$ cat src/rtl/fpu_share_arb.sv
// Shares one multi-cycle FPU between the execution stage (port 0) and a secondary
// issue slot (port 1): round-robin grant, one operation in flight, watchdog abort.
module fpu_share_arb #(
   parameter int TIMEOUT = 64,
   parameter int TW      = 7
) (
   input  logic          CLK,
   input  logic          reset,
   input  logic          req0,
   input  logic [3:0]    op0_aluop,
   input  logic [31:0]   op0_a,
   input  logic [31:0]   op0_b,
   input  logic          req1,
   input  logic [3:0]    op1_aluop,
   input  logic [31:0]   op1_a,
   input  logic [31:0]   op1_b,
   output logic          ack0,
   output logic          ack1,
   output logic          done0,
   output logic          done1,
   output logic [31:0]   result,
   output logic          err,
   output logic          busy,
   output logic          fpu_start,
   output logic [3:0]    fpu_aluop,
   output logic [31:0]   fpu_a,
   output logic [31:0]   fpu_b,
   input  logic [31:0]   fpu_result,
   input  logic          fpu_valid,
   output logic [TW-1:0] timeout_cnt
);

   typedef enum logic [1:0] {IDLE, ISSUE, WAIT, RESP} state_e;

   state_e        state_q, state_d;
   logic          ptr_q, ptr_d;
   logic          owner_q, owner_d;
   logic [3:0]    fpu_aluop_q, fpu_aluop_d;
   logic [31:0]   fpu_a_q, fpu_a_d;
   logic [31:0]   fpu_b_q, fpu_b_d;
   logic [31:0]   result_q, result_d;
   logic          err_q, err_d;
   logic [TW-1:0] cnt_q, cnt_d;
   logic          grant0, grant1;

   always_comb begin
      // NOTE: every signal takes its default before the case, so no path can infer a latch.
      state_d     = state_q;
      ptr_d       = ptr_q;
      owner_d     = owner_q;
      fpu_aluop_d = fpu_aluop_q;
      fpu_a_d     = fpu_a_q;
      fpu_b_d     = fpu_b_q;
      result_d    = result_q;
      err_d       = err_q;
      cnt_d       = cnt_q;
      grant0      = 1'b0;
      grant1      = 1'b0;

      case (state_q)
         IDLE: begin
            // ptr_q names the requester that wins a tie
            grant0 = req0 && (!req1 || !ptr_q);
            grant1 = req1 && !grant0;
            if (grant0 || grant1) begin
               owner_d     = grant1;
               ptr_d       = grant0;
               fpu_aluop_d = grant1 ? op1_aluop : op0_aluop;
               fpu_a_d     = grant1 ? op1_a     : op0_a;
               fpu_b_d     = grant1 ? op1_b     : op0_b;
               state_d     = ISSUE;
            end
         end
         ISSUE: begin
            cnt_d   = '0;
            state_d = WAIT;
         end
         WAIT: begin
            cnt_d = cnt_q + TW'(1);
            if (fpu_valid) begin
               result_d = fpu_result;
               err_d    = 1'b0;
               state_d  = RESP;
            end else if (cnt_q == TW'(TIMEOUT - 1)) begin
               result_d = '0;
               err_d    = 1'b1;
               state_d  = RESP;
            end
         end
         RESP:    state_d = IDLE;
         default: state_d = IDLE;
      endcase
   end

   // NOTE: sequential state uses non-blocking assignments so every flop samples pre-edge values.
   always_ff @(posedge CLK or negedge reset) begin
      if (!reset) begin
         state_q     <= IDLE;
         ptr_q       <= 1'b0;
         owner_q     <= 1'b0;
         fpu_aluop_q <= '0;
         fpu_a_q     <= '0;
         fpu_b_q     <= '0;
         result_q    <= '0;
         err_q       <= 1'b0;
         cnt_q       <= '0;
      end else begin
         state_q     <= state_d;
         ptr_q       <= ptr_d;
         owner_q     <= owner_d;
         fpu_aluop_q <= fpu_aluop_d;
         fpu_a_q     <= fpu_a_d;
         fpu_b_q     <= fpu_b_d;
         result_q    <= result_d;
         err_q       <= err_d;
         cnt_q       <= cnt_d;
      end
   end

   // Grants are decoded combinationally in IDLE; gating with reset keeps them low while reset is held.
   assign ack0        = grant0 & reset;
   assign ack1        = grant1 & reset;
   assign done0       = (state_q == RESP) && !owner_q;
   assign done1       = (state_q == RESP) &&  owner_q;
   assign busy        = (state_q != IDLE);
   assign fpu_start   = (state_q == ISSUE);
   assign fpu_aluop   = fpu_aluop_q;
   assign fpu_a       = fpu_a_q;
   assign fpu_b       = fpu_b_q;
   assign result      = result_q;
   assign err         = err_q;
   assign timeout_cnt = cnt_q;

endmodule

$ cat config.mk
export PLATFORM = sky130hd
export DESIGN_NAME = fpu_share_arb
export DESIGN_NICKNAME = d
export VERILOG_FILES = /design/src/rtl/fpu_share_arb.sv
export SDC_FILE = /design/constraint.sdc
export NUM_CORES = 1
export LEC_CHECK = 0
export BUFFER_PORTS_ARGS = -buffer_cell sky130_fd_sc_hd__buf_4
export CAP_MARGIN = 15
export CORE_ASPECT_RATIO = 0.7
export CORE_MARGIN = 3
export CORE_UTILIZATION = 47
export DETAILED_ROUTE_END_ITERATION = 12
export PLACE_DENSITY = 0.86
export RECOVER_POWER = 25
export SYNTH_ARGS = -nofsm -noshare
export SYNTH_HDL_FRONTEND = slang
export SYNTH_SLANG_ARGS = --single-unit
export TNS_END_PERCENT = 30
$ cat constraint.sdc
create_clock -name CLK -period 3.2 [get_ports CLK]
set_clock_uncertainty 0.2 [all_clocks]
set_input_delay 0.48 -clock CLK [delete_from_list [all_inputs] [get_ports CLK]]
set_output_delay 0.48 -clock CLK [all_outputs]
set_load 0.02 [all_outputs]
# Word-level counts from Yosys, hierarchy flattened

Index checks and enable logic that the tools add are counted.

Register bits after elaboration: 112
Input port bits: 173
Output and inout bits: 114
Word-level logic and storage cells: 49

$add $sub $neg: 1
Equal/unequal tests: 6
Mux-type cells: 14
Bitwise operators: 2
Reductions and logical operators: 17

Operator list:

| kind                | number |
|---|---|
| $mux 32             | 4 |
| $pmux 7 s2          | 1 |
| $pmux 2 s4          | 1 |
| $add 7x1->7 const B | 1 |
| $eq 7x6->1 const B  | 1 |
| $mux 2              | 3 |
| $reduce_and 2->1    | 3 |
| $reduce_bool 2->1   | 3 |
| $eq 2x2->1 const B  | 2 |
| $logic_and 1x1->1   | 4 |
| $logic_not 1->1     | 4 |
| $mux 1              | 4 |
| $mux 4              | 1 |
| $ne 3x3->1 const B  | 1 |
| $and 1x1->1         | 2 |
| $eq 2x1->1 const B  | 1 |
| $logic_not 2->1     | 1 |
| $logic_or 1x1->1    | 2 |
| $ne 2x2->1 const B  | 1 |

# Logic depth before layout (Yosys ltp)

Gate-level depths: netlist of run 1.

Depth in word-level cells: 8
Mapped depth: 8
Mapped depth without buffers: 6

# Worst setup path before layout of run 1

Ideal clock, no wire load.

Path type: input -> output
Start point: input port req1
End point: output port ack1
Arrival: 1.309 ns
Data required time: 2.520 ns
Setup slack: 1.211 ns
Cell stages on the path: 5
Buffers on the path: 3
Cell sequence: buf_2 -> nand2_4 -> buf_6 -> buf_8 -> nor2_1

Longest elaborated chain between the ends: 7

Ends and longest elaborated chain:

| what                  | line | source |
|---|---|---|
| from (decl)           | 13   | `input logic req1,` |
| $logic_not 1->1       | 63   | `grant0 = req0 && (!req1 \|\| !ptr_q);` |
| $logic_or 1x1->1      | 63   |  |
| $logic_and 1x1->1     | 63   |  |
| $logic_not 1->1       | 64   | `grant1 = req1 && !grant0;` |
| $logic_and 1x1->1 (*) | 64   |  |
| $mux 1 (*)            | 60   | `case (state_q)` |
| $and 1x1->1 (*)       | 122  | `assign ack1 = grant1 & reset;` |
| to (decl)             | 18   | `output logic ack1,` |

Every way passes the cells marked *; elsewhere a longest branch is shown, timed or not.

# Worst setup path after layout of run 1

Start point: input port reset
End point: output port ack0

Longest elaborated chain between the ends: 1

Ends and longest elaborated chain:

| what        | line | source |
|---|---|---|
| from (decl) | 8    | `input logic reset,` |
| $and 1x1->1 | 121  | `assign ack0 = grant0 & reset;` |
| to (decl)   | 17   | `output logic ack0,` |

No other way between the ends.

==> results by stage, run 1 <==
Worst setup path:
- The endpoint identified for the worst register-to-register timing path is result[28].
- The highest cell delay on the worst timing path is ~520 ps.
- The timing startpoint of the critical path is reset.
- The number of buffers and inverters on the critical path is 3.
- The instance count on the critical path is 5.
- Data on the critical path arrives at its endpoint at between 1500 and 2000 ps.
- The startpoint class of the critical path is an input pin.
- Measured in cells, the most critical reg-to-reg path has a length of 5.
- Grouping stages by cell kind, the critical path spends the most delay in buffers and inverters.
- The setup check on the worst reg-to-reg path leaves a slack of 900 ps.
- In this run the critical register-to-register path is launched from state_q[0].
- The required arrival time at the worst endpoint is about 2500 ps.
- The signal on the critical path passes through dlygate4sd3_1, buf_4, nand3_1, a21oi_1, buf_4.
- The worst setup path is captured at an output port.
- The critical setup path kind is in2out.
- The maximum net fanout on the critical path is 38.
- For this design, the slowest cell found on the critical path is dlygate4sd3_1.
- The cell that appears most often on the critical path is buf_4.

Floorplan:
- The die is 128.5 µm wide.
- The standard cell core area is 0.009947 mm².
- between 200 and 300 I/O pins were placed.
- The floorplan step set the die height to about 92 µm.
- For this configuration, the core starts out at a cell density of 49.60%.
- The number of core rows is 30.
- The floorplan step defined a die boundary enclosing 0.01178 mm².

Logic synthesis:
- Counting distinct cell types in the post-synthesis netlist gives 34.
- The synthesized design spends more area on one cell type than any other, namely dfrtp_1.
- Ranked by total cell area, the synthesized netlist is headed by dfrtp_1 57%, mux2i_1 14%, a22o_1 5.9%, o21ai_0 5.8%, nand2_1 5.6%.
- A synthesized cell averages 11.19 µm².
- The number of standard cells after synthesis is 441.
- The synthesized netlist net count is between 600 and 700.
- The sequential-to-total area share from yosys stat is 56.81%.
- The number of flops mapped to enable cells by yosys is 0.
- The synthesis warning total is 0.
- The number of flip-flops and latches in the synthesized netlist is 112.
- The top flip-flop cell by instance count after synthesis is dfrtp_1.
- The commonest cells after synthesis are 112 x dfrtp_1, 74 x nand2_1, 69 x mux2i_1.
- The share of Yosys cell area claimed by the top area cell type is around 57%.
- The async set-reset flop share out of synthesis is 100.0%.
- The most frequently used cell type in the post-synthesis netlist is dfrtp_1.
- The area of the mapped netlist is a little under 0.005 mm².

Power:
- Internal power comes to 3.892 mW.
- The maximum resistive drop on vdd is 0.0004768 V.
- The analysis attributes to net switching a power of between 2 and 3 mW.
- The analysis attributes to cell leakage a power of about 3.8 nW.
- The power density relative to cell area is 935.5 mW/mm².
- Per report_power, the sequential group accounts for between 30% and 40% of the total.
- The fraction of power spent switching nets is 42.82%.
- The total power is about 7 mW.
- The clock network accounts for 15.9% of the total power.
- Combinational logic burns approximately half of the power.

Place:
- The number of port buffers is between 200 and 300.
- Including well taps, the total number of placed cells is approximately 830.
- At the end of routability-driven placement, the weighted congestion stood at just over 0.8.
- The worst setup timing slack at the placement stage is 935.5 ps.
- The standard cell area after detailed placement is approximately 0.0072 mm².
- Once detailed placement completed, the half-perimeter wirelength came to 11240 µm.

GRT:
- The via count of the first global-routing pass came to about 4600.
- The global route total overflow is 0.
- Entering global routing, the biggest net connects between 70 and 80 pins.
- The number of antenna violations at the first check in global routing came to 0.
- Global routing consumed, over all layers together, 24.41% of the routing resources.
- The first global-routing pass estimated 22800 µm of wire.

Finish:
- The net count of the finished layout is between 800 and 900.
- The antenna diode count is 0.
- The finished layout holds between 800 and 900 standard cells, fillers aside.
- Of the cells placed in the final design, the portion with a size suffix greater than 1 is 37.36%.
- Compared with the post-synthesis result, the final layout area differs by 47.45%.
- Once layout is done, the placed cells without fillers occupy 0.007274 mm².

STA:
- For this run, the top clock speed supported by timing is between 300 and 400 MHz.
- The number of pins exceeding their max-slew limit in the final report is 0.
- Setup repair after global routing left no endpoint under its margin.
- The minimum setup slack in the final design is 634.4 ps.
- The number of endpoints with negative hold slack in the final report was 0.
- The count of final setup violators is 0.
- Measured against its own limit, the worst slew margin works out to between 30% and 40%.
- The final period demand of the worst path is about 2600 ps.
- For the pin with the worst max-slew slack, the measured transition is between 900 and 1000 ps.
- Dividing the final minimum period by the clock period gives approximately 80%.
- Adding up every negative setup slack in the final design gives 0 ps.

Routing:
- Wires add up to roughly 15000 µm.
- The overall via count from detail_route is 4356.
- The pre-antenna-repair detailed-routing pass consisted of 5 iterations.
- The number of nets still failing antenna checks after routing is 0.
- The detailed router finished its first iteration with ~250 violations.
- In the final routed layout, each cell accounts on average for about 17 µm.
- The DRC violation count after routing is 0.
- The via density per instance is around 5.1.

Clock network:
- CTS placed an instance of clkbuf_16 at the clock tree root.
- The clock passes through at most 2 buffers.
- The number of buffers created by CTS is 9.
- The clock tree synthesis step divided the H-tree into 3 levels.
- The TritonCTS clock tree is built.
- The clock-pin slew on the worst setup and hold paths is around 80 ps.
- Clock latency on the worst-skew pair, taken at its later pin, is roughly 340 ps.
- The number of clock sinks is between 100 and 150.

Status:
- The flow ran to the end, and the final reports show no timing, DRC or antenna violations.

Run:
- The number of max-cap violations is 0.

Hold path:
- The startpoint identified for the worst hold timing path is fpu_result[20].
- The worst hold path cell count is 2.
- The worst hold-check path type is in2reg.
- The end point of the most critical hold path is result[20].
==> worst max path at each step <==
stage                     slack [ps]          to
after global placement          1030   fpu_a[14]
after CTS                        620        ack0
after global routing             540        ack0
after floorplan                 1210        ack1
final                            630        ack0
after detailed placement         940  result[28]
==> registers in the layout, indices dropped and copies added (netlist names) <==
name         cells
err              1
fpu_a           32
fpu_aluop        4
fpu_b           32
owner_q          1
ptr_q            1
result          32
state_q          2
timeout_cnt      7
==> through the flow <==
step	utilization, %	hold slack, ps
floorplan	-	-15.59
global placement	71.92	263.5
detailed placement	71.92	271.3
CTS	74.91	147.2
global route	73.13	146.7
finish	73.13	154.9
==> kinds of logic (layout without fill, tap and decap cells) <==
| kind of cell | count (synthesis) | after routing | synth area share (%) |
|---|---|---|---|
| buf+inv | 39 | 318 | 4.235 |
| mux | 70 | 70 | 14.23 |
| flops | 112 | 112 | 56.81 |
| compound gates | 119 | 119 | 15.14 |
| simple gates | 96 | 96 | 8.319 |
| fa+ha+maj | 5 | 5 | 1.268 |
==> worst reg2reg max path, cell delays in order, from the launching register on <==
cell	delay [ps]
dfrtp_1	420
inv_1	110
ha_1	430
and2_1	530
buf_4	350
a22o_1	200
==> repair_timing <==
| action | CTS | global route |
|---|---|---|
| hold buffers | 1 | 0 |
| hold endpoints to repair | 35 | 0 |
| buffers inserted | 0 | 0 |
| resized for setup | 0 | 0 |
==> cell usage in the layout, fill, tap and decap left out, types with 4 or more instances in the layout <==
cell,instances
mux2i_1,69
clkbuf_1,47
o21ai_0,57
buf_4,245
a21oi_1,4
clkbuf_16,9
dfrtp_1,112
o21ai_1,16
nand2_1,74
nor2_1,4
nand3_1,6
ha_1,5
inv_1,7
a22o_1,33
==> power by group through the flow <==
| stage | clock, mW | sequential [mW] | combinational (mW) |
|---|---|---|---|
| after detailed placement | 0 | 2.46 | 3.54 |
| after floorplan | 0 | 3.16 | 1.24 |
| after global routing | 1.16 | 2.53 | 3.57 |
| after CTS | 1.10 | 2.45 | 3.54 |
| after global placement | 0 | 2.43 | 3.43 |
| final | 1.08 | 2.44 | 3.28 |
==> layout make-up <==
type	instances	area, µm²
Clock buffer	9	225.2
Fill cell	755	2673
Timing Repair Buffer	295	2066
Inverter	7	26.28
Sequential cell	112	2803
Multi-Input combinational cell	290	1933
Clock inverter	7	61.31
Tap cell	128	160.2
==> layer usage <==
| metal | share of wire, % | global-route usage [%] |
|---|---|---|
| met1 | 39 | 29.24 |
| met2 | 53 | 43.98 |
| met3 | 7.3 | 6.694 |
| met4 | 1.1 | 4.947 |
| met5 | 0 | 0 |
No activity file was read; power rests on OpenSTA's default activity.
==> inputs of run 2 (changes only) <==
--- a/config.mk
+++ b/config.mk
@@ -9,9 +9,9 @@
 export CAP_MARGIN = 15
 export CORE_ASPECT_RATIO = 0.7
 export CORE_MARGIN = 3
-export CORE_UTILIZATION = 47
+export CORE_UTILIZATION = 40
 export DETAILED_ROUTE_END_ITERATION = 12
-export PLACE_DENSITY = 0.86
+export PLACE_DENSITY = 0.78
 export RECOVER_POWER = 25
 export SYNTH_ARGS = -nofsm -noshare
 export SYNTH_HDL_FRONTEND = slang
==> constraint.sdc (replaced) <==
create_clock -name CLK -period 2.33 [get_ports CLK]
set_clock_uncertainty 0.2 [all_clocks]
set_input_delay 0.3495 -clock CLK [delete_from_list [all_inputs] [get_ports CLK]]
set_output_delay 0.3495 -clock CLK [all_outputs]
set_load 0.02 [all_outputs]
==> results by stage, run 2 (same netlist as run 1, synthesis figures left out) <==
STA:
- The number of pins exceeding their max-slew limit in the final report is 0 (unchanged).
- For this run, the top clock speed supported by timing is 446.7 MHz.
- The number of endpoints with negative hold slack in the final report was 0 (unchanged).
- Setup repair after global routing left no endpoint under its margin.
- The slew at the pin closest to its max-slew limit came to 1006 ps (+45.31 ps).
- The count of final setup violators is 0 (unchanged).
- The total negative slack for setup checks is 0 ps (unchanged).
- The share of the clock period used by the worst path after layout is a little over nine tenths.
- The normalized max-slew margin was 32.94% (-3.0 points).
- The routed design could run at a clock period as short as between 2000 and 2500 ps.

Finish:
- The final cell count without fillers came to 878 (+3.5%).
- Relative to the synthesized area, the layout overhead comes to 52.68%.
- The area taken by flip-flops and latches is 0.002803 mm² (unchanged).
- The most common cell after layout, fill and taps aside is buf_4.
- In the layout the commonest cells are 289 x buf_4, 112 x dfrtp_1, 74 x nand2_1, 69 x mux2i_1, 57 x o21ai_0.
- The number of nets at the end of the flow came to 894 (+0.11%).
- The multi-input combinational cell area was 0.001933 mm² (unchanged).
- The share of cells above drive strength 1 is 43.83% (+6.5 points).
- The number of filler instances in the final layout is 966 (+28%).
- The antenna diode count was 0 (unchanged).

GRT:
- The number of antenna violations at the first check in global routing came to 0 (unchanged).
- The pin count of the biggest net entering global routing came to 113 (+45%).
- The via count of the first global-routing pass came to 4322 (-5.1%).
- The overall routing resource usage is 20.16% (-4.2 points).
- The global route total overflow is 0 (unchanged).
- The first-pass GRT wire length is 22470 µm (-1.5%).

Hold path:
- The start point of the worst hold path is fpu_result[16].
- The worst hold path belongs to the class in2reg.
- The worst hold path cell count came to 2 (unchanged).

Routing:
- The initial DRC count was 225 (-9.6%).
- The DRC violation count after routing was 0 (unchanged).
- The total length of routed wires is 14230 µm (-3.2%).
- The number of nets still failing antenna checks after routing is 0 (unchanged).
- The via density per instance is 4.936 (-3.9%).
- The overall via count from detail_route was 4334 (-0.51%).
- The first-pass detailed-route iteration total was 4 (-1).
- The routed wire length per instance is 16.21 µm (-6.5%).

Clock network:
- The H-tree level count was 3 (unchanged).
- The latest clock arrival within the worst-skew pair is 340 ps (about the same).
- The post-CTS setup repair buffer count came to 0 (unchanged).
- The clock-pin slew on the worst setup and hold paths was 80 ps (about the same).
- The number of clock sinks is 112 (unchanged).
- TritonCTS built the clock tree.
- Clock tree synthesis selected as its root buffer the cell clkbuf_16.
- The maximum root-to-sink buffer count was 2 (unchanged).
- The number of buffers created by CTS was 9 (unchanged).

Floorplan:
- The number of core rows is 33 (+10%).
- The overall die height is 98.92 µm (+7.8%).
- The initial standard-cell utilization of the core came to 41.49% (-8.1 points).
- The number of top-level design ports is 287 (unchanged).
- The die span in x was 138.7 µm (+8.0%).
- The standard cell core area was 0.01189 mm² (+20%).
- The die footprint is 0.01372 mm² (+16%).

Worst setup path:
- The critical path is of the reg2out type.
- The arrival time reported for the critical path endpoint is 1690 ps (-200 ps).
- The maximum net fanout on the critical path came to 9 (-76%).
- The number of buffers and inverters on the critical path is 2 (-1).
- The required arrival time at the worst endpoint is 1780 ps (-740 ps).
- The critical path starts at state_q[0].
- The worst reg2reg path depth was 6 (+1).
- STA classifies the critical path startpoint as a flip-flop.
- The critical path goes through inv_1, ha_1, nand3_1, a21oi_1, buf_4.
- The endpoint kind of the worst setup timing path is an output port.
- The cell family contributing the most delay on the critical path is flip-flops.
- The highest cell delay on the worst timing path is 420 ps (-100 ps).
- The startpoint of the lowest-slack register-to-register path is state_q[0].
- The cell with the largest stage delay on the worst path is dfrtp_1.
- The instance count on the critical path came to 5 (unchanged).

Place:
- The number of port buffers is 286 (unchanged).
- The global placement routability congestion came to 0.9039 (+12%).
- The total half-perimeter wirelength after legalization and detailed placement is 11050 µm (-1.6%).
- The total placed cells including tap cells was 861 (+3.6%).

Power:
- The maximum resistive drop on vdd came to 0.0006091 V (+28%).
- The power density relative to cell area is 1285 mW/mm² (+37%).
- The leakage power figure came to 4.030 nW (+5.4%).

Status:
- The flow ran to the end, and the final reports show no timing, DRC or antenna violations.

Run:
- The number of max-cap violations came to 0 (unchanged).
## run 2: changes by cell type in the layout (fill, tap and decap cells not counted)
cell / delta
clkbuf_1: -46
clkinv_8: +1
buf_6: +1
clkinvlp_4: -2
buf_4: +44
buf_12: +2
inv_8: +1
## run 2: through the flow
stage | utilization (%) | cell area (µm²) | hold slack (ps) | total power [mW] | setup WS (ps)
2_1_floorplan | - | 4933 | -146.1 | 6.047 | 510.0
3_3_place_gp | 60.85 | 7236 | 262.7 | 8.093 | 464.2
3_5_place_dp | 60.85 | 7236 | 271.4 | 8.264 | 347.3
4_1_cts | 63.45 | 7545 | 11.24 | 9.805 | 97.55
5_1_grt | 63.34 | 7532 | 3.766 | 10.33 | 8.727
6_report | 63.34 | 7532 | 27.63 | 9.678 | 91.25
## run 2: power breakdown
part / switching [mW] / internal (mW)
clock: 0.746 / 0.762
sequential: 0.519 / 2.83
combinational: 2.71 / 2.11
## run 2: cell type report
cell class	count	area share, %
Clock buffer	9	2.990
Clock inverter	7	0.9801
Inverter	7	0.3488
Multi-Input combinational cell	290	25.66
Sequential cell	112	37.21
Tap cell	157	2.608
Timing Repair Buffer	296	30.20
## run 2: metal layers
layer,wire length [µm],track usage [%],vias up
met4,140,4.286,0
met5,0,0,-
met3,990,5.383,10
li1,-,-,2108
met1,5998,26.03,2048
met2,7099,34.60,168
## run 2: worst register-to-register path: stages (launching register included)
cell     delay [ps]
dfrtp_1         420
inv_1           100
ha_1            360
o21ai_4         280
buf_12          270
nand2_1         130
o21ai_0          70
## run 2: final timing paths
path | slack (ps) | end
max | 90 | ack0
min | 30 | result[16]
max reg2reg | 360 | fpu_b[29]
min reg2reg | 280 | fpu_b[1]
max in group asynchronous | 500 | timeout_cnt[6]
min in group asynchronous | 710 | timeout_cnt[2]
## run 2: repair_timing
item / 4_1_cts / 5_1_grt
gates resized for setup: 0 / 0
endpoints found under the hold margin: 112 / 0
hold buffers: 1 / 0
